==> src/rtl/addr_bus_arb_pkg.sv <==
// Shared types and constants for the registered address bus arbiter.
// Source indices name the requesters of the CPU address bus.
package addr_bus_pkg;

  localparam int ADDR_WIDTH = 16;

  typedef enum logic [1:0] {
    IDLE   = 2'd0,
    GRANT  = 2'd1,
    LOCKED = 2'd2
  } state_t;

  localparam int SRC_ZERO   = 0;
  localparam int SRC_PC     = 1;
  localparam int SRC_SP     = 2;
  localparam int SRC_MEM    = 7;
  localparam int SRC_IMM    = 8;
  localparam int SRC_FETCH  = 9;
  localparam int SRC_DECODE = 10;
  localparam int SRC_ALU    = 11;
  localparam int SRC_VEC    = 13;

endpackage

==> src/rtl/addr_bus_arb_if.sv <==
// Requester-side and bus-side signals of the address arbiter.
// The master side drives requests; the slave side is the arbiter itself.
interface addr_bus_arb_if
  import addr_bus_pkg::*;
#(
  parameter int NUM_SRC      = 8,
  parameter int SIGNAL_WIDTH = ADDR_WIDTH,
  parameter int IDX_WIDTH    = 4
);
  logic [NUM_SRC*SIGNAL_WIDTH-1:0] src_addr;
  logic [NUM_SRC-1:0]              src_req;
  logic [NUM_SRC-1:0]              src_lock;
  logic                            force_en;
  logic [IDX_WIDTH-1:0]            force_sel;
  logic [SIGNAL_WIDTH-1:0]         addr_out;
  logic                            addr_valid;
  logic [NUM_SRC-1:0]              grant;
  logic [IDX_WIDTH-1:0]            owner;
  logic                            lock_expired;

  modport master (
    output src_addr, src_req, src_lock, force_en, force_sel,
    input  addr_out, addr_valid, grant, owner, lock_expired
  );

  modport slave (
    input  src_addr, src_req, src_lock, force_en, force_sel,
    output addr_out, addr_valid, grant, owner, lock_expired
  );
endinterface

==> src/rtl/addr_bus_arb_rr_arbiter.sv <==
// Combinational arbiter: round-robin from a pointer, or lowest index first.
// Masked-out requesters never win.
module rr_arbiter #(
  parameter int N  = 8,
  parameter int IW = 4
) (
  input  logic [N-1:0]  req,
  input  logic [IW-1:0] ptr,
  input  logic [N-1:0]  exclude,
  input  logic          mode,
  output logic [N-1:0]  onehot,
  output logic [IW-1:0] idx,
  output logic          any
);
  logic [N-1:0] eff;
  logic [N-1:0] rot;
  logic [IW:0]  sum;
  logic         found;

  assign eff = req & ~exclude;
  assign any = |eff;
  // rot[k] is the requester k places after the pointer
  assign rot = N'({eff, eff} >> ptr);

  always_comb begin
    idx   = '0;
    sum   = '0;
    found = 1'b0;
    if (mode) begin
      for (int k = 0; k < N; k++) begin
        if (rot[k] && !found) begin
          found = 1'b1;
          sum   = {1'b0, ptr} + (IW+1)'(k);
          if (sum >= (IW+1)'(N)) sum = sum - (IW+1)'(N);
          idx = sum[IW-1:0];
        end
      end
    end else begin
      for (int k = N - 1; k >= 0; k--) begin
        if (eff[k]) idx = IW'(k);
      end
    end
  end

  assign onehot = any ? (N'(1) << idx) : '0;
endmodule

==> src/rtl/addr_bus_arb.sv <==
// Registered address bus arbiter with bus locking, control-unit force and
// lock-length limit; all outputs are registered one edge after sampling.
module addr_bus_arb
  import addr_bus_pkg::*;
#(
  parameter int                    SIGNAL_WIDTH = ADDR_WIDTH,
  parameter int                    NUM_SRC      = 8,
  parameter int                    IDX_WIDTH    = 4,
  parameter bit                    RR_MODE      = 1'b1,
  parameter int                    LOCK_MAX     = 4,
  parameter logic [SIGNAL_WIDTH-1:0] IDLE_ADDR  = '0
) (
  input logic            clk,
  input logic            reset,
  addr_bus_arb_if.slave  bus
);
  state_t                  state, state_nxt;
  logic [7:0]              lock_cnt, lock_cnt_nxt;
  logic [IDX_WIDTH-1:0]    ptr, ptr_nxt, owner_q, owner_nxt;
  logic [NUM_SRC-1:0]      grant_q, grant_nxt, owner_mask, exclude, arb_onehot;
  logic [SIGNAL_WIDTH-1:0] addr_q, addr_nxt, win_addr;
  logic                    valid_q, valid_nxt, expired_q, expired_nxt;
  logic                    owner_holds, holding, expiring, force_ok;
  logic                    arb_any, use_arb, win_any, win_lock;
  logic [IDX_WIDTH-1:0]    arb_idx, win_idx;

  assign owner_mask  = NUM_SRC'(1) << owner_q;
  assign owner_holds = (state == LOCKED) && |(bus.src_req & owner_mask)
                       && |(bus.src_lock & owner_mask);
  assign holding  = owner_holds && (lock_cnt < 8'(LOCK_MAX));
  assign expiring = owner_holds && (lock_cnt >= 8'(LOCK_MAX));
  assign exclude  = expiring ? owner_mask : '0;
  // out-of-range force selects fall through to normal arbitration
  assign force_ok = bus.force_en && (32'(bus.force_sel) < NUM_SRC);

  rr_arbiter #(.N(NUM_SRC), .IW(IDX_WIDTH)) u_arb (
    .req     (bus.src_req),
    .ptr     (ptr),
    .exclude (exclude),
    .mode    (RR_MODE),
    .onehot  (arb_onehot),
    .idx     (arb_idx),
    .any     (arb_any)
  );

  assign use_arb  = !holding && !force_ok && arb_any;
  assign win_any  = holding || force_ok || arb_any;
  assign win_idx  = holding ? owner_q : (force_ok ? bus.force_sel : arb_idx);
  assign win_lock = |(bus.src_lock & (NUM_SRC'(1) << win_idx));
  assign win_addr = SIGNAL_WIDTH'(bus.src_addr >> (32'(win_idx) * SIGNAL_WIDTH));

  always_ff @(posedge clk or posedge reset) begin
    if (reset) begin
      state     <= IDLE;
      lock_cnt  <= '0;
      ptr       <= '0;
      owner_q   <= '0;
      grant_q   <= '0;
      addr_q    <= IDLE_ADDR;
      valid_q   <= 1'b0;
      expired_q <= 1'b0;
    end else begin
      state     <= state_nxt;
      lock_cnt  <= lock_cnt_nxt;
      ptr       <= ptr_nxt;
      owner_q   <= owner_nxt;
      grant_q   <= grant_nxt;
      addr_q    <= addr_nxt;
      valid_q   <= valid_nxt;
      expired_q <= expired_nxt;
    end
  end

  always_comb begin
    state_nxt    = IDLE;
    lock_cnt_nxt = '0;
    ptr_nxt      = ptr;
    if (holding) begin
      state_nxt    = LOCKED;
      lock_cnt_nxt = lock_cnt + 8'd1;
    end else if (win_any) begin
      state_nxt    = win_lock ? LOCKED : GRANT;
      lock_cnt_nxt = win_lock ? 8'd1 : 8'd0;
    end
    if (use_arb && RR_MODE)
      ptr_nxt = (arb_idx == IDX_WIDTH'(NUM_SRC - 1)) ? '0 : arb_idx + IDX_WIDTH'(1);
  end

  always_comb begin
    valid_nxt   = win_any;
    owner_nxt   = win_any ? win_idx : '0;
    grant_nxt   = win_any ? (NUM_SRC'(1) << win_idx) : '0;
    addr_nxt    = win_any ? win_addr : IDLE_ADDR;
    expired_nxt = expiring;
  end

  assign bus.addr_out     = addr_q;
  assign bus.addr_valid   = valid_q;
  assign bus.grant        = grant_q;
  assign bus.owner        = owner_q;
  assign bus.lock_expired = expired_q;
endmodule

==> src/flat_wrapper.sv <==
// flat-port wrapper written by rule: the top's interface ports become plain ports
module addr_bus_arb_flat import addr_bus_pkg::*;
#(
  parameter int                    SIGNAL_WIDTH = ADDR_WIDTH,
  parameter int                    NUM_SRC      = 8,
  parameter int                    IDX_WIDTH    = 4,
  parameter bit                    RR_MODE      = 1'b1,
  parameter int                    LOCK_MAX     = 4,
  parameter logic [SIGNAL_WIDTH-1:0] IDLE_ADDR  = '0
)
  (clk, reset, bus_src_addr, bus_src_req, bus_src_lock, bus_force_en, bus_force_sel, bus_addr_out, bus_addr_valid, bus_grant, bus_owner, bus_lock_expired);
  addr_bus_arb_if #(.NUM_SRC(NUM_SRC), .SIGNAL_WIDTH(SIGNAL_WIDTH), .IDX_WIDTH(IDX_WIDTH)) bus_i ();
  input logic clk;
  input logic reset;
  input wire logic [$bits(bus_i.src_addr)-1:0] bus_src_addr;
  input wire logic [$bits(bus_i.src_req)-1:0] bus_src_req;
  input wire logic [$bits(bus_i.src_lock)-1:0] bus_src_lock;
  input wire logic [$bits(bus_i.force_en)-1:0] bus_force_en;
  input wire logic [$bits(bus_i.force_sel)-1:0] bus_force_sel;
  output wire logic [$bits(bus_i.addr_out)-1:0] bus_addr_out;
  output wire logic [$bits(bus_i.addr_valid)-1:0] bus_addr_valid;
  output wire logic [$bits(bus_i.grant)-1:0] bus_grant;
  output wire logic [$bits(bus_i.owner)-1:0] bus_owner;
  output wire logic [$bits(bus_i.lock_expired)-1:0] bus_lock_expired;
  assign bus_i.src_addr = bus_src_addr;
  assign bus_i.src_req = bus_src_req;
  assign bus_i.src_lock = bus_src_lock;
  assign bus_i.force_en = bus_force_en;
  assign bus_i.force_sel = bus_force_sel;
  assign bus_addr_out = bus_i.addr_out;
  assign bus_addr_valid = bus_i.addr_valid;
  assign bus_grant = bus_i.grant;
  assign bus_owner = bus_i.owner;
  assign bus_lock_expired = bus_i.lock_expired;
  addr_bus_arb #(.SIGNAL_WIDTH(SIGNAL_WIDTH), .NUM_SRC(NUM_SRC), .IDX_WIDTH(IDX_WIDTH), .RR_MODE(RR_MODE), .LOCK_MAX(LOCK_MAX), .IDLE_ADDR(IDLE_ADDR)) u_core (.clk(clk), .reset(reset), .bus(bus_i));
endmodule
==> config.mk <==
export PLATFORM = sky130hd
export DESIGN_NAME = addr_bus_arb_flat
export DESIGN_NICKNAME = d
export VERILOG_FILES = /design/src/rtl/addr_bus_arb_pkg.sv /design/src/rtl/addr_bus_arb_if.sv /design/src/rtl/addr_bus_arb_rr_arbiter.sv /design/src/rtl/addr_bus_arb.sv /design/src/flat_wrapper.sv
export SDC_FILE = /design/constraint.sdc
export NUM_CORES = 1
export LEC_CHECK = 0
export ABC_AREA = 1
export ABC_CLOCK_PERIOD_IN_PS = 8400
export CAP_MARGIN = 20
export CORE_MARGIN = 8
export CORE_UTILIZATION = 48
export CTS_CLUSTER_SIZE = 25
export DETAILED_ROUTE_END_ITERATION = 8
export GPL_ROUTABILITY_DRIVEN = 0
export HOLD_SLACK_MARGIN = 0.06
export PLACE_DENSITY_LB_ADDON = 0.3
export REMOVE_ABC_BUFFERS = 1
export SYNTH_ARGS = -nofsm -noshare
export SYNTH_HDL_FRONTEND = slang
export SYNTH_SLANG_ARGS = --single-unit
export TNS_END_PERCENT = 1
==> constraint.sdc <==
create_clock -name clk -period 8.4 [get_ports clk]
set_clock_uncertainty 0.15 [all_clocks]
set_input_delay 1.26 -clock clk [delete_from_list [all_inputs] [get_ports clk]]
set_output_delay 1.26 -clock clk [all_outputs]
set_load 0.05 [all_outputs]
==> results.env, run 1 <==
RESULT_OF_THE_RUN='complete, no violations'
LEAKAGE_nW=3.19
ANT_NETS=0
POWER.DENSITY_CELL_AREA_nW_PER_UM2=417
SYNTHFLOPTYPE='sky130_fd_sc_hd__dfrtp_1'
WL_MET2_UM=7730
TOP_LAYER_USED='met4'
DETAILROUTE.WIRELENGTH.MET3_UM=1590
PEAKVDDDROP_uV=160
NUM_VIAS=5390
YOSYSWARNINGS=0
CTS_STAGE_HOLD_BUFFER_COUNT=0
GR_UTIL_ALL_LAYERS_PCT=24.9
PORT_BUFFERS=180
CTS.HTREE.LEVELS=2
CLK-INSERTION-DELAY-LATE_NS=0.30
CRITICAL_PATH.MAX_FANOUT=19
GRT_START_MAX_NET_PINS=45
FINAL-HOLD-VIOLATION-COUNT=0
CTS_REPAIR_RESIZE_COUNT=0
AREA_USED_BY_MULTI_INPUT_COMBINATIONAL_LOGIC_UM2=2730
VIA_PER_INST=5.28
SYNTH_ENABLE_FLOP_CELLS=0
YS_TOP_CELLS_BY_COUNT='sky130_fd_sc_hd__nand2_1, sky130_fd_sc_hd__nor2_1, sky130_fd_sc_hd__inv_1, sky130_fd_sc_hd__nand3_1, sky130_fd_sc_hd__dfrtp_1'
PLACED_CELL_AREA_UM2=6220
ANTENNA_FOUND_INITIAL=0
CTS_ROOT_BUF='sky130_fd_sc_hd__clkbuf_8'
CORE-AREA_UM2=9020
CTS.SINKS=44
REGAREA_UM2=1100
PLACED_CELLS_INCL_TAPS=1011
SYNTH.AREA.TOP_CELLS='sky130_fd_sc_hd__dfrtp_1, sky130_fd_sc_hd__nand2_1, sky130_fd_sc_hd__nor2_1'
TIMING.SLEW.HEADROOM_PCT=40.0
POSTROUTEWIRELENGTH_UM=15900
FINALMAXSLEWVIOLATIONS=0
RSZ_0062_RAISED_AFTER_GLOBAL_ROUTING='false'
FIN_CRIT_NS=5.37
CLOCKBUFFERDEPTH=2
AREA.GROWTH.SYNTH_TO_FINAL_PCT=45.3
PLACE_HPWL_UM=13000
CRITICAL_PATH_CLASS='input port to flip-flop'
RESIDUAL_DRC_COUNT=0
SEQUENTIAL_FRACTION_OF_THE_SYNTHESIS_AREA_PCT=25.2
WORST-SLEW-PIN-TRANSITION_NS=0.898
DRIVE_GT1_SHARE_PCT=5.72
POST_SYNTH_INSTANCE_AREA_UM2=4370
FP-ROW-COUNT=35
POST_SYNTH_INST_COUNT=734
POSTLAYOUTCELLAREA_UM2=6350
TIMING.CRITICAL_PATH.TO_TYPE='flip-flop'
STARTPOINT_TYPE='input port'
ASYNC_FLOP_SHARE_PCT=100
YOSYS.CELL_COUNT.TOP_TYPE='sky130_fd_sc_hd__nand2_1'
GRT_PASS1_WL_UM=26000
DESIGN.FINAL.NETS=1073
SYN_AVG_CELL_AREA_UM2=5.95
GRT_PASS1_VIAS=5546
DRTPASS1ITERATIONS=7
FMAXACHIEVABLE_GHz=0.186
CLKTRANSATPATHREGS_NS=0.09
CP_SLOWEST_CELL='sky130_fd_sc_hd__clkdlybuf4s50_1'
TOTAL_SETUP_BUFFERS_INSERTED_AFTER_CTS=0
CTS_TREE='yes'
DETAILEDROUTE.FIRSTITERATIONVIOLATIONS=379
FINAL-INSTANCE-COUNT-EXCL-FILL=1020
NUMCTSBUFFERS=5
DIE_AREA_UM2=12400
POST-SYNTH-TOP-AREA-FRACTION_PCT=25.2
TYPE_OF_THE_MOST_CRITICAL_HOLD_PATH='flip-flop to flip-flop'
POSTSYNTHREGISTERBITS=44
GLOBALROUTE.TOTALOVERFLOW=0
MAX-CAP-VIOLATIONS=0
WORST_EP_REQUIRED_TIME_NS=8.44
FILLERS=768
YOSYSTOPAREACELL='sky130_fd_sc_hd__dfrtp_1'
FLOORPLAN.INITIALDENSITY_PCT=48.4
DETAILED_ROUTING_WIRELENGTH_ON_MET1_UM=6060
NUM_ANTENNA_CELLS=0
BOUNDARYPINS=181
FINAL_HOLD_SLACK_NS=0.433
FINALCRITPERIODSHARE_PCT=63.9
SYNTH.DISTINCT_CELLS=41
DIEHEIGHT_UM=111
AVGROUTEDWIREPERCELL_UM=15.6
FIN_TNS_SETUP_NS=0
TIMING.CRITICAL_PATH.ARRIVAL_NS=5.41
DIEWIDTH_UM=111
SETUP_VIOLATIONS=0
BIGGEST_CELL_DELAY_ALONG_THE_CRITICAL_PATH_NS=0.53
==> through the flow <==
step / utilization, % / power, mW / worst slack (ns)
2_1_floorplan: - / 1.86 / 4.15
3_3_place_gp: 68.9 / 2.38 / 2.97
3_5_place_dp: 68.9 / 2.45 / 2.78
4_1_cts: 70.2 / 2.62 / 3.09
5_1_grt: 70.3 / 2.91 / 2.60
6_report: 70.3 / 2.65 / 3.03
==> power breakdown <==
| part | internal [mW] | leakage, nW | switching, mW |
|---|---|---|---|
| clock | 0.0897 | 0.0548 | 0.0786 |
| combinational | 0.654 | 2.60 | 1.45 |
| sequential | 0.304 | 0.529 | 0.0696 |
| total | 1.05 | 3.19 | 1.60 |
==> registers in the layout, indices dropped and copies added, names as in the netlist <==
register	count
u_core.bus.addr_out	16
u_core.bus.grant	8
u_core.lock_cnt	8
u_core.bus.owner	4
u_core.ptr	4
u_core.state	2
u_core.bus.addr_valid	1
u_core.bus.lock_expired	1
==> critical path, delay by kind of cell <==
family | cells | cell delay, ns
simple gates | 22 | 2.56
buf+inv | 4 | 0.93
compound gates | 2 | 0.67
==> cells by family (layout without fill, tap and decap cells) <==
kind of cell / Yosys count / count (layout) / share of synthesized area (%)
AOI/OAI and AO/OA: 51 / 51 / 7.34
xor gates and xnor gates: 7 / 7 / 1.40
adders and majority gates: 14 / 14 / 4.01
buffers and inverters: 137 / 308 / 12.6
DFF: 44 / 44 / 25.2
other: 1 / 5 / 0.0859
and+or+nand+nor: 480 / 480 / 49.3
==> path summary, 6_finish.rpt <==
| kind | start | to | slack [ns] | cells after the start |
|---|---|---|---|---|
| worst min-delay path | u_core.lock_cnt[2]$_DFF_PP0_ | u_core.lock_cnt[2]$_DFF_PP0_ | 0.43 | 2 |
| worst max register to register | u_core.bus.owner[1]$_DFF_PP0_ | u_core.bus.addr_out[6]$_DFF_PP0_ | 3.74 | 28 |
| worst min register to register | u_core.lock_cnt[2]$_DFF_PP0_ | u_core.lock_cnt[2]$_DFF_PP0_ | 0.43 | 2 |
| max in group asynchronous | reset | u_core.bus.addr_out[12]$_DFF_PP0_ | 6.22 | 2 |
| worst max-delay path | bus_src_req[2] | u_core.bus.addr_out[6]$_DFF_PP0_ | 3.03 | 28 |
| min in group asynchronous | reset | u_core.lock_cnt[1]$_DFF_PP0_ | 1.32 | 2 |
==> cells in the final DEF (no fill, tap or decap), drive strengths merged, types with 2 or more instances in the layout <==
master,count
clkinv,3
clkdlybuf4s50,180
o21ai,14
conb,5
nand2,180
inv,117
nor3,5
a221oi,2
ha,14
nand3,94
clkbuf,5
nand4,26
a21oi,30
xnor2,4
xor2,3
dfrtp,44
nor2,171
==> cell type report <==
class / instances / share of cell area (%)
multi-input combinational: 557 / 43.0
timing repair buffer: 181 / 28.6
sequential: 44 / 17.4
inverter: 119 / 7.08
tap: 111 / 2.19
clock buffer: 5 / 1.08
clock inverter: 3 / 0.729
==> per-layer routing <==
layer | global-route usage, % | up-vias
met5 | 0 | -
met2 | 43.4 | 291
li1 | - | 2638
met1 | 26.6 | 2416
met3 | 8.49 | 45
met4 | 11.0 | 0
Power figures use the tool's default switching activity.
==> inputs of run 2 (changes only) <==
--- a/config.mk
+++ b/config.mk
@@ -6,10 +6,10 @@
 export NUM_CORES = 1
 export LEC_CHECK = 0
 export ABC_AREA = 1
-export ABC_CLOCK_PERIOD_IN_PS = 8400
+export ABC_CLOCK_PERIOD_IN_PS = 4900
 export CAP_MARGIN = 20
 export CORE_MARGIN = 8
-export CORE_UTILIZATION = 48
+export CORE_UTILIZATION = 40
 export CTS_CLUSTER_SIZE = 25
 export DETAILED_ROUTE_END_ITERATION = 8
 export GPL_ROUTABILITY_DRIVEN = 0
==> constraint.sdc (replaced) <==
create_clock -name clk -period 4.9 [get_ports clk]
set_clock_uncertainty 0.15 [all_clocks]
set_input_delay 0.735 -clock clk [delete_from_list [all_inputs] [get_ports clk]]
set_output_delay 0.735 -clock clk [all_outputs]
set_load 0.05 [all_outputs]
==> run 2 against run 1 <==
  * Critical path depth grew 1
  * Worst hold slack lost 0.021 ns
  * Sequential cell count is the same
  * Non-clock buffer count grew 8
  * Register-to-register slack lost 3.0 ns
  * Largest power group unchanged
==> results.env, run 2 (synthesized netlist as in run 1, its figures left out) <==
RESULT_OF_THE_RUN='complete, no violations'
PORT_BUFFERS=180  # unchanged
DIEWIDTH_UM=120  # +8.2%
FINAL_HOLD_SLACK_NS=0.412  # -0.0213 ns
POWER.DENSITY_CELL_AREA_nW_PER_UM2=707  # +70%
POSTROUTEWIRELENGTH_UM=15700  # -1.6%
NUM_ANTENNA_CELLS=0  # unchanged
FINALMAXSLEWVIOLATIONS=0  # unchanged
SETUP_VIOLATIONS=0  # unchanged
WORST_SETUP_PATH_STARTPOINT='bus_src_lock[0]'
CRITICAL_PATH_CLASS='input port to flip-flop'
FINALCRITPERIODSHARE_PCT=87.3
LEAKAGE_nW=3.22  # +0.87%
FILLERS=1083  # +41%
CP_MOST_FREQUENT_CELL='sky130_fd_sc_hd__nand2_1'
AREA_USED_BY_MULTI_INPUT_COMBINATIONAL_LOGIC_UM2=2730  # unchanged
DESIGN.FINAL.NETS=1081  # +0.75%
FINAL-HOLD-VIOLATION-COUNT=0  # unchanged
ANTENNA_FOUND_INITIAL=0  # unchanged
DETAILEDROUTE.FIRSTITERATIONVIOLATIONS=509  # +34%
RSZ_0062_RAISED_AFTER_GLOBAL_ROUTING='false'
TIMING.SLEW.HEADROOM_PCT=38.3  # -1.7 points
FP-ROW-COUNT=38  # +8.6%
REGAREA_UM2=1100  # unchanged
DRIVE_GT1_SHARE_PCT=6.43  # +0.71 points
NUM_VIAS=5208  # -3.4%
TIMING.HOLD.WORST_PATH_DEPTH=2  # unchanged
CORE-AREA_UM2=10700  # +19%
PRECTSSETUPSLACK_NS=0.343  # -2.43 ns
TYPE_OF_THE_MOST_CRITICAL_HOLD_PATH='flip-flop to flip-flop'
FF2FF_SETUP_SLACK_NS=0.73  # -3.01 ns
FIN_CRIT_NS=4.28
CP_SLOWEST_CELL='sky130_fd_sc_hd__clkdlybuf4s50_1'
GLOBALROUTE.TOTALOVERFLOW=0  # unchanged
GRT_START_MAX_NET_PINS=45  # unchanged
RESIDUAL_DRC_COUNT=0  # unchanged
CTS.SINKS=44  # unchanged
MAX-CAP-VIOLATIONS=0  # unchanged
NUMCTSBUFFERS=5  # unchanged
BIGGEST_CELL_DELAY_ALONG_THE_CRITICAL_PATH_NS=0.50  # -0.03 ns
CLKTRANSATPATHREGS_NS=0.09  # about the same
ANT_NETS=0  # unchanged
PLACE_HPWL_UM=12800  # -2.1%
CTS_STAGE_HOLD_BUFFER_COUNT=0  # unchanged
AREA.GROWTH.SYNTH_TO_FINAL_PCT=47.0
GRT_PASS1_WL_UM=25600  # -1.4%
PLACED_CELL_AREA_UM2=6320  # +1.7%
P_TOTAL_mW=4.54  # +71%
CTS_ROOT_BUF='sky130_fd_sc_hd__clkbuf_8'
VIA_PER_INST=4.93  # -6.8%
FMAXACHIEVABLE_GHz=0.234
GRT_PASS1_VIAS=5163  # -6.9%
TIMING.RR.END='u_core.bus.addr_out[7]$_DFF_PP0_'
CTS.HTREE.LEVELS=2  # unchanged
DRTPASS1ITERATIONS=5  # -2
WORST_EP_REQUIRED_TIME_NS=4.94  # -3.50 ns
DIEHEIGHT_UM=120  # +8.2%
WORSTREGTOREGCELLS=29  # +3.6%
FIN_TNS_SETUP_NS=0  # unchanged
AVGROUTEDWIREPERCELL_UM=14.8  # -5.0%
WORST-SLEW-PIN-TRANSITION_NS=0.924  # +0.0255 ns
NUMBER_OF_FLIP_FLOPS_IN_THE_LARGEST_REGISTER=16  # unchanged
GR_UTIL_ALL_LAYERS_PCT=21.6  # -3.2 points
CTS_REPAIR_RESIZE_COUNT=0  # unchanged
STARTPOINT_OF_THE_LOWEST_SLACK_REGISTER_TO_REGISTER_PATH='u_core.bus.owner[2]$_DFF_PP0_'
FIN_WS_NS=0.620  # -2.41 ns
TIMING.CRITICAL_PATH.TO_TYPE='flip-flop'
POSTLAYOUTCELLAREA_UM2=6420  # +1.1%
FLOORPLAN.INITIALDENSITY_PCT=40.6  # -7.8 points
CLK-INSERTION-DELAY-LATE_NS=0.30  # about the same
FINAL_COMMON_CELL='sky130_fd_sc_hd__clkdlybuf4s50_1'
CRITICAL_PATH.MAX_FANOUT=16  # -3
CTS_TREE='yes'
TOTAL_SETUP_BUFFERS_INSERTED_AFTER_CTS=0  # unchanged
CLOCKBUFFERDEPTH=2  # unchanged
FINAL_CELL_MIX='sky130_fd_sc_hd__clkdlybuf4s50_1, sky130_fd_sc_hd__nand2_1, sky130_fd_sc_hd__nor2_1'
DIE_AREA_UM2=14500  # +17%
TIMING.CRITICAL_PATH.ARRIVAL_NS=4.32  # -1.09 ns
CRITICAL_PATH.ENDPOINT='u_core.bus.addr_out[7]$_DFF_PP0_'
PEAKVDDDROP_uV=541  # +240%
BOUNDARYPINS=181  # unchanged
STARTPOINT_TYPE='input port'
==> run 2: changes by cell type in the layout (fill, tap and decap cells not counted) <==
cell,delta
sky130_fd_sc_hd__clkbuf_1,+1
sky130_fd_sc_hd__buf_4,+9
sky130_fd_sc_hd__bufinv_16,-1
sky130_fd_sc_hd__buf_6,-1
sky130_fd_sc_hd__inv_6,-1
sky130_fd_sc_hd__clkbuf_8,+1
==> run 2: layer usage <==
layer,up-vias,wire [µm],track usage (%)
li1,2648,-,-
met1,2282,6110,24.4
met2,252,7600,38.7
met3,26,1720,7.13
met4,0,266,4.84
met5,-,0,0
==> run 2: critical path, delay by kind of cell <==
kind | cells | cell delay (ns)
AND/OR/NAND/NOR | 25 | 2.59
buffers and inverters | 3 | 0.83
AO/OA/AOI/OAI | 1 | 0.17
==> run 2: cell type report <==
cell class                      count  area share [%]
Clock inverter                      1           0.117
Timing Repair Buffer              189            29.1
Clock buffer                        7            1.35
Multi-Input combinational cell    557            42.5
Tap cell                          140            2.73
Sequential cell                    44            17.2
Inverter                          119            7.00
==> run 2: metrics by stage <==
stage	cells	util [%]
final	1057	59.7
after global placement	1049	58.8
after floorplan	720	-
after detailed placement	1049	58.8
after CTS	1057	59.7
after global routing	1057	59.7
==> run 2: worst min path at each step <==
| stage | from | endpoint | slack (ns) |
|---|---|---|---|
| 2_1_floorplan | u_core.lock_cnt[2]$_DFF_PP0_ | u_core.lock_cnt[2]$_DFF_PP0_ | 0.37 |
| 3_3_place_gp | u_core.lock_cnt[2]$_DFF_PP0_ | u_core.lock_cnt[2]$_DFF_PP0_ | 0.39 |
| 3_5_place_dp | u_core.lock_cnt[2]$_DFF_PP0_ | u_core.lock_cnt[2]$_DFF_PP0_ | 0.40 |
| 4_1_cts | u_core.lock_cnt[2]$_DFF_PP0_ | u_core.lock_cnt[2]$_DFF_PP0_ | 0.42 |
| 5_1_grt | u_core.lock_cnt[2]$_DFF_PP0_ | u_core.lock_cnt[2]$_DFF_PP0_ | 0.45 |
| 6_report | u_core.lock_cnt[2]$_DFF_PP0_ | u_core.lock_cnt[2]$_DFF_PP0_ | 0.41 |
==> run 2: power by group <==
group          switching (mW)  total (mW)  internal, mW
Sequential             0.0990       0.620         0.521
Clock                   0.126       0.241         0.115
Combinational            2.48        3.68          1.19
==> inputs of run 3 (changes only) <==
--- a/config.mk
+++ b/config.mk
@@ -5,16 +5,15 @@
 export SDC_FILE = /design/constraint.sdc
 export NUM_CORES = 1
 export LEC_CHECK = 0
-export ABC_AREA = 1
 export ABC_CLOCK_PERIOD_IN_PS = 4900
 export CAP_MARGIN = 20
 export CORE_MARGIN = 8
-export CORE_UTILIZATION = 40
+export CORE_UTILIZATION = 42
 export CTS_CLUSTER_SIZE = 25
 export DETAILED_ROUTE_END_ITERATION = 8
 export GPL_ROUTABILITY_DRIVEN = 0
 export HOLD_SLACK_MARGIN = 0.06
-export PLACE_DENSITY_LB_ADDON = 0.3
+export PLACE_DENSITY_LB_ADDON = 0.2
 export REMOVE_ABC_BUFFERS = 1
 export SYNTH_ARGS = -nofsm -noshare
 export SYNTH_HDL_FRONTEND = slang
==> run 3 against run 2 <==
  * Clock power is 64% higher
  * Largest power group unchanged
  * Die area is 6.4% higher
  * Worst hold slack worse by 0.018 ns
  * Sequential power is 2% lower
==> results.env, run 3 <==
NUM_ANTENNA_CELLS=0  # unchanged
MAX-CAP-VIOLATIONS=0  # unchanged
PEAKVDDDROP_uV=565  # +4.5%
CLOCK_NETWORK_POWER_SHARE_PCT=5.8  # +0.5 points
SYNTH.AREA.TOP_CELLS='sky130_fd_sc_hd__dfrtp_1, sky130_fd_sc_hd__mux2i_1, sky130_fd_sc_hd__nand2_1'
YS_TOP_CELLS_BY_COUNT='sky130_fd_sc_hd__nand2_1, sky130_fd_sc_hd__dfrtp_1, sky130_fd_sc_hd__mux2i_1, sky130_fd_sc_hd__o22ai_1, sky130_fd_sc_hd__clkbuf_1'
GR_UTIL_ALL_LAYERS_PCT=24.3  # +2.7 points
POWER.DENSITY_CELL_AREA_nW_PER_UM2=826  # +17%
GRT_PASS1_WL_UM=31700  # +24%
VIA_PER_INST=6.08  # +23%
CRITICAL_PATH.CELL_CHAIN='clkdlybuf4s50_1, mux2i_1, o32ai_2, buf_4, o31ai_1, buf_4, o21ai_4, mux4_2, mux2_4, and4b_2, buf_4, nand4_1, nand3_2, o41ai_4, buf_4, o21ai_4, o2111a_2, o31a_1'
CORE-AREA_UM2=11400  # +6.3%
CTS.SINKS=44  # unchanged
YOSYSTOPAREACELL='sky130_fd_sc_hd__dfrtp_1'
TIMING.CRITICAL_PATH.TO_TYPE='flip-flop'
PLACED_CELL_AREA_UM2=7470  # +18%
CP_MOST_FREQUENT_CELL='sky130_fd_sc_hd__buf_4'
P_COMB_SHARE_PCT=85.4  # +4.4 points
FINAL-HOLD-VIOLATION-COUNT=0  # unchanged
BOUNDARYPINS=181  # unchanged
SYNTHFLOPTYPE='sky130_fd_sc_hd__dfrtp_1'
FINAL_COMMON_CELL='sky130_fd_sc_hd__clkdlybuf4s50_1'
NUMCTSBUFFERS=5  # unchanged
WORSTREGTOREGCELLS=20  # -31%
REGAREA_UM2=1100  # unchanged
SYN_AVG_CELL_AREA_UM2=8.46  # +42%
DIEHEIGHT_UM=124  # +3.1%
SYNTH.DISTINCT_CELLS=87  # +110%
RESULT_OF_THE_RUN='complete, no violations'
GRT_PASS1_VIAS=6098  # +18%
AREA_USED_BY_MULTI_INPUT_COMBINATIONAL_LOGIC_UM2=3930  # +44%
ASYNC_FLOP_SHARE_PCT=100  # unchanged
ANT_NETS=0  # unchanged
FMAXACHIEVABLE_GHz=0.207  # -11%
GRT_START_MAX_NET_PINS=45  # unchanged
CRITICAL_PATH_BUF_INV_COUNT=5  # +2
CRITICAL_PATH.MAX_FANOUT=6  # -10
STARTPOINT_OF_THE_LOWEST_SLACK_REGISTER_TO_REGISTER_PATH='u_core.bus.owner[0]$_DFF_PP0_'
CTS_ROOT_BUF='sky130_fd_sc_hd__clkbuf_16'
FINAL_HOLD_SLACK_NS=0.394  # -0.0179 ns
TIMING.RR.END='u_core.bus.addr_out[1]$_DFF_PP0_'
NUMBER_OF_FLIP_FLOPS_IN_THE_LARGEST_REGISTER=16  # unchanged
FIN_TNS_SETUP_NS=0  # unchanged
P_SW_SHARE_PCT=49.8  # -9.9 points
CLOCKBUFFERDEPTH=2  # unchanged
WORST-SLEW-PIN-TRANSITION_NS=0.942  # +0.0182 ns
BIGGEST_CELL_DELAY_ALONG_THE_CRITICAL_PATH_NS=0.54  # +0.04 ns
CLKTRANSATPATHREGS_NS=0.06  # -0.03 ns
SEQUENTIAL_FRACTION_OF_THE_SYNTHESIS_AREA_PCT=22.4  # -2.8 points
POSTSYNTHREGISTERBITS=44  # unchanged
TYPE_OF_THE_MOST_CRITICAL_HOLD_PATH='flip-flop to flip-flop'
CLK-INSERTION-DELAY-LATE_NS=0.29  # about the same
YOSYS.CELL_COUNT.TOP_TYPE='sky130_fd_sc_hd__nand2_1'
DESIGN.FINAL.NETS=1008  # -6.8%
TIMING.HOLD.WORST_PATH_DEPTH=2  # unchanged
FP-ROW-COUNT=39  # +2.6%
YOSYSWARNINGS=0  # unchanged
POST_SYNTH_INST_COUNT=582  # -21%
CTS.HTREE.LEVELS=2  # unchanged
GLOBALROUTE.TOTALOVERFLOW=0  # unchanged
HOLD_END='u_core.lock_cnt[2]$_DFF_PP0_'
PLACE_HPWL_UM=15300  # +20%
SETUP_VIOLATIONS=0  # unchanged
STARTPOINT_TYPE='input port'
FINAL_CELL_MIX='sky130_fd_sc_hd__clkdlybuf4s50_1, sky130_fd_sc_hd__buf_4, sky130_fd_sc_hd__nand2_1'
POST_SYNTH_INSTANCE_AREA_UM2=4920  # +13%
POSTLAYOUTCELLAREA_UM2=8320  # +30%
AVGROUTEDWIREPERCELL_UM=20.9  # +40%
HOLD_PATH.STARTPOINT='u_core.lock_cnt[2]$_DFF_PP0_'
POST-SYNTH-TOP-AREA-FRACTION_PCT=22.4  # -2.8 points
SEQ_POWER_SHARE_PCT=8.8  # -4.9 points
CRITICAL_PATH.TOP_DELAY_FAMILY='compound AO/OA/AOI/OAI gates'
SYNTH_ENABLE_FLOP_CELLS=0  # unchanged
DRIVE_GT1_SHARE_PCT=26.4  # +20 points
TIMING.CRITICAL_PATH.ARRIVAL_NS=4.86  # +0.54 ns
FLOORPLAN.INITIALDENSITY_PCT=43.1  # +2.5 points
CP_SLOWEST_CELL='sky130_fd_sc_hd__mux4_2'
CTS_TREE='yes'
FIN_CRIT_NS=4.83  # +0.552 ns
FILLERS=816  # -25%
WORST_SETUP_PATH_STARTPOINT='bus_src_lock[1]'
TIMING.SLEW.HEADROOM_PCT=37.1  # -1.2 points
FINALCRITPERIODSHARE_PCT=98.6  # +11 points
AREA.GROWTH.SYNTH_TO_FINAL_PCT=69.1
LEAKAGE_nW=3.57  # +11%
WORST_EP_REQUIRED_TIME_NS=4.92  # -0.02 ns
FF2FF_SETUP_SLACK_NS=0.09  # -0.64 ns
NUM_VIAS=6000  # +15%
DIE_AREA_UM2=15400  # +6.4%
CTS_STAGE_HOLD_BUFFER_COUNT=0  # unchanged
ANTENNA_FOUND_INITIAL=0  # unchanged
PORT_BUFFERS=180  # unchanged
POWER_SWITCHING_mW=3.42  # +26%
DRTPASS1ITERATIONS=6  # +1
FINALMAXSLEWVIOLATIONS=0  # unchanged
INTERNAL-POWER_mW=3.45  # +89%
POSTROUTEWIRELENGTH_UM=20600  # +31%
CRITICAL_PATH_CLASS='input port to flip-flop'
RESIDUAL_DRC_COUNT=0  # unchanged
DETAILEDROUTE.FIRSTITERATIONVIOLATIONS=554  # +8.8%
DIEWIDTH_UM=124  # +3.1%
run 3: changes by cell type after synthesis, sizes merged, moves of 34 or more:
cell | previous run | this run
inv | 116 | 11
mux2i | 0 | 40
nand2 | 180 | 95
o22ai | 0 | 34
nand3 | 94 | 8
nor2 | 171 | 18
run 3: worst reg2reg max path, cell delays in order (launching register included):
cell                       delay, ns
sky130_fd_sc_hd__dfrtp_1        0.42
sky130_fd_sc_hd__buf_4          0.24
sky130_fd_sc_hd__nand3b_1       0.16
sky130_fd_sc_hd__a211oi_2       0.08
sky130_fd_sc_hd__buf_4          0.16
sky130_fd_sc_hd__o41ai_4        0.51
sky130_fd_sc_hd__buf_4          0.22
sky130_fd_sc_hd__buf_4          0.17
sky130_fd_sc_hd__o211ai_1       0.18
sky130_fd_sc_hd__buf_4          0.20
sky130_fd_sc_hd__a211o_1        0.30
sky130_fd_sc_hd__o221ai_4       0.13
sky130_fd_sc_hd__nand2b_2       0.27
sky130_fd_sc_hd__o211ai_1       0.11
sky130_fd_sc_hd__a22o_1         0.27
sky130_fd_sc_hd__a31o_4         0.25
sky130_fd_sc_hd__and2_1         0.19
sky130_fd_sc_hd__clkinv_2       0.09
sky130_fd_sc_hd__buf_12         0.16
sky130_fd_sc_hd__mux2i_1        0.32
sky130_fd_sc_hd__a221oi_2       0.12
run 3: through the flow:
step                worst slack [ns]  utilization, %  std cells  power, mW
floorplan                      -2.11               -        534       3.70
global placement              -0.493            65.5        955       5.51
detailed placement            -0.711            65.5        955       5.62
CTS                        -0.000529            68.9        975       6.29
global route                 -0.0753            72.9        987       7.28
finish                        0.0677            72.9        987       6.87
run 3: kinds of logic after synthesis:
family	Yosys count	share of synthesized area, %
AOI/OAI and AO/OA	191	32.5
xor gates and xnor gates	7	1.25
DFF	44	22.4
and+or+nand+nor	210	21.7
other	1	0.0762
buffers and inverters	65	6.86
muxes	50	11.7
adders and majority gates	14	3.56
run 3: layout make-up:
| class | instances | area share [%] |
|---|---|---|
| multi-input cells | 478 | 47.2 |
| repair buffers | 301 | 34.7 |
| flip-flops and latches | 44 | 13.2 |
| well taps | 143 | 2.15 |
| clock buffers | 6 | 1.67 |
| inverters | 13 | 0.631 |
| clock inverters | 2 | 0.466 |
run 3: metal layers:
layer	global-route usage, %	wire, µm
met4	8.79	817
met3	6.38	1750
met2	42.9	10200
met5	0	0
met1	27.6	7820
run 3: power groups by stage:
| stage | clock network, mW | logic, mW | registers (mW) |
|---|---|---|---|
| 6_report | 0.396 | 5.87 | 0.606 |
| 5_1_grt | 0.413 | 6.24 | 0.621 |
| 4_1_cts | 0.400 | 5.28 | 0.605 |
| 3_5_place_dp | 0 | 5.01 | 0.611 |
| 3_3_place_gp | 0 | 4.90 | 0.612 |
| 2_1_floorplan | 0 | 2.70 | 1.00 |
run 3: how the worst max path moves through the flow:
stage | end | depth (start not counted) | slack, ns
floorplan | u_core.state[0]$_DFF_PP0_ | 11 | -2.11
global placement | u_core.state[0]$_DFF_PP0_ | 16 | -0.49
detailed placement | u_core.state[0]$_DFF_PP0_ | 16 | -0.71
CTS | u_core.bus.addr_out[2]$_DFF_PP0_ | 17 | -0.0005
global route | u_core.state[0]$_DFF_PP0_ | 20 | -0.08
finish | u_core.state[0]$_DFF_PP0_ | 18 | 0.07
run 3: what timing repair did:
| item | CTS | global route |
|---|---|---|
| endpoints found under the setup margin | 30 | 30 |
| pin swaps | 8 | 23 |
| buffers inserted | 10 | 12 |
| gates resized for setup | 18 | 68 |
| cloned | 2 | 0 |
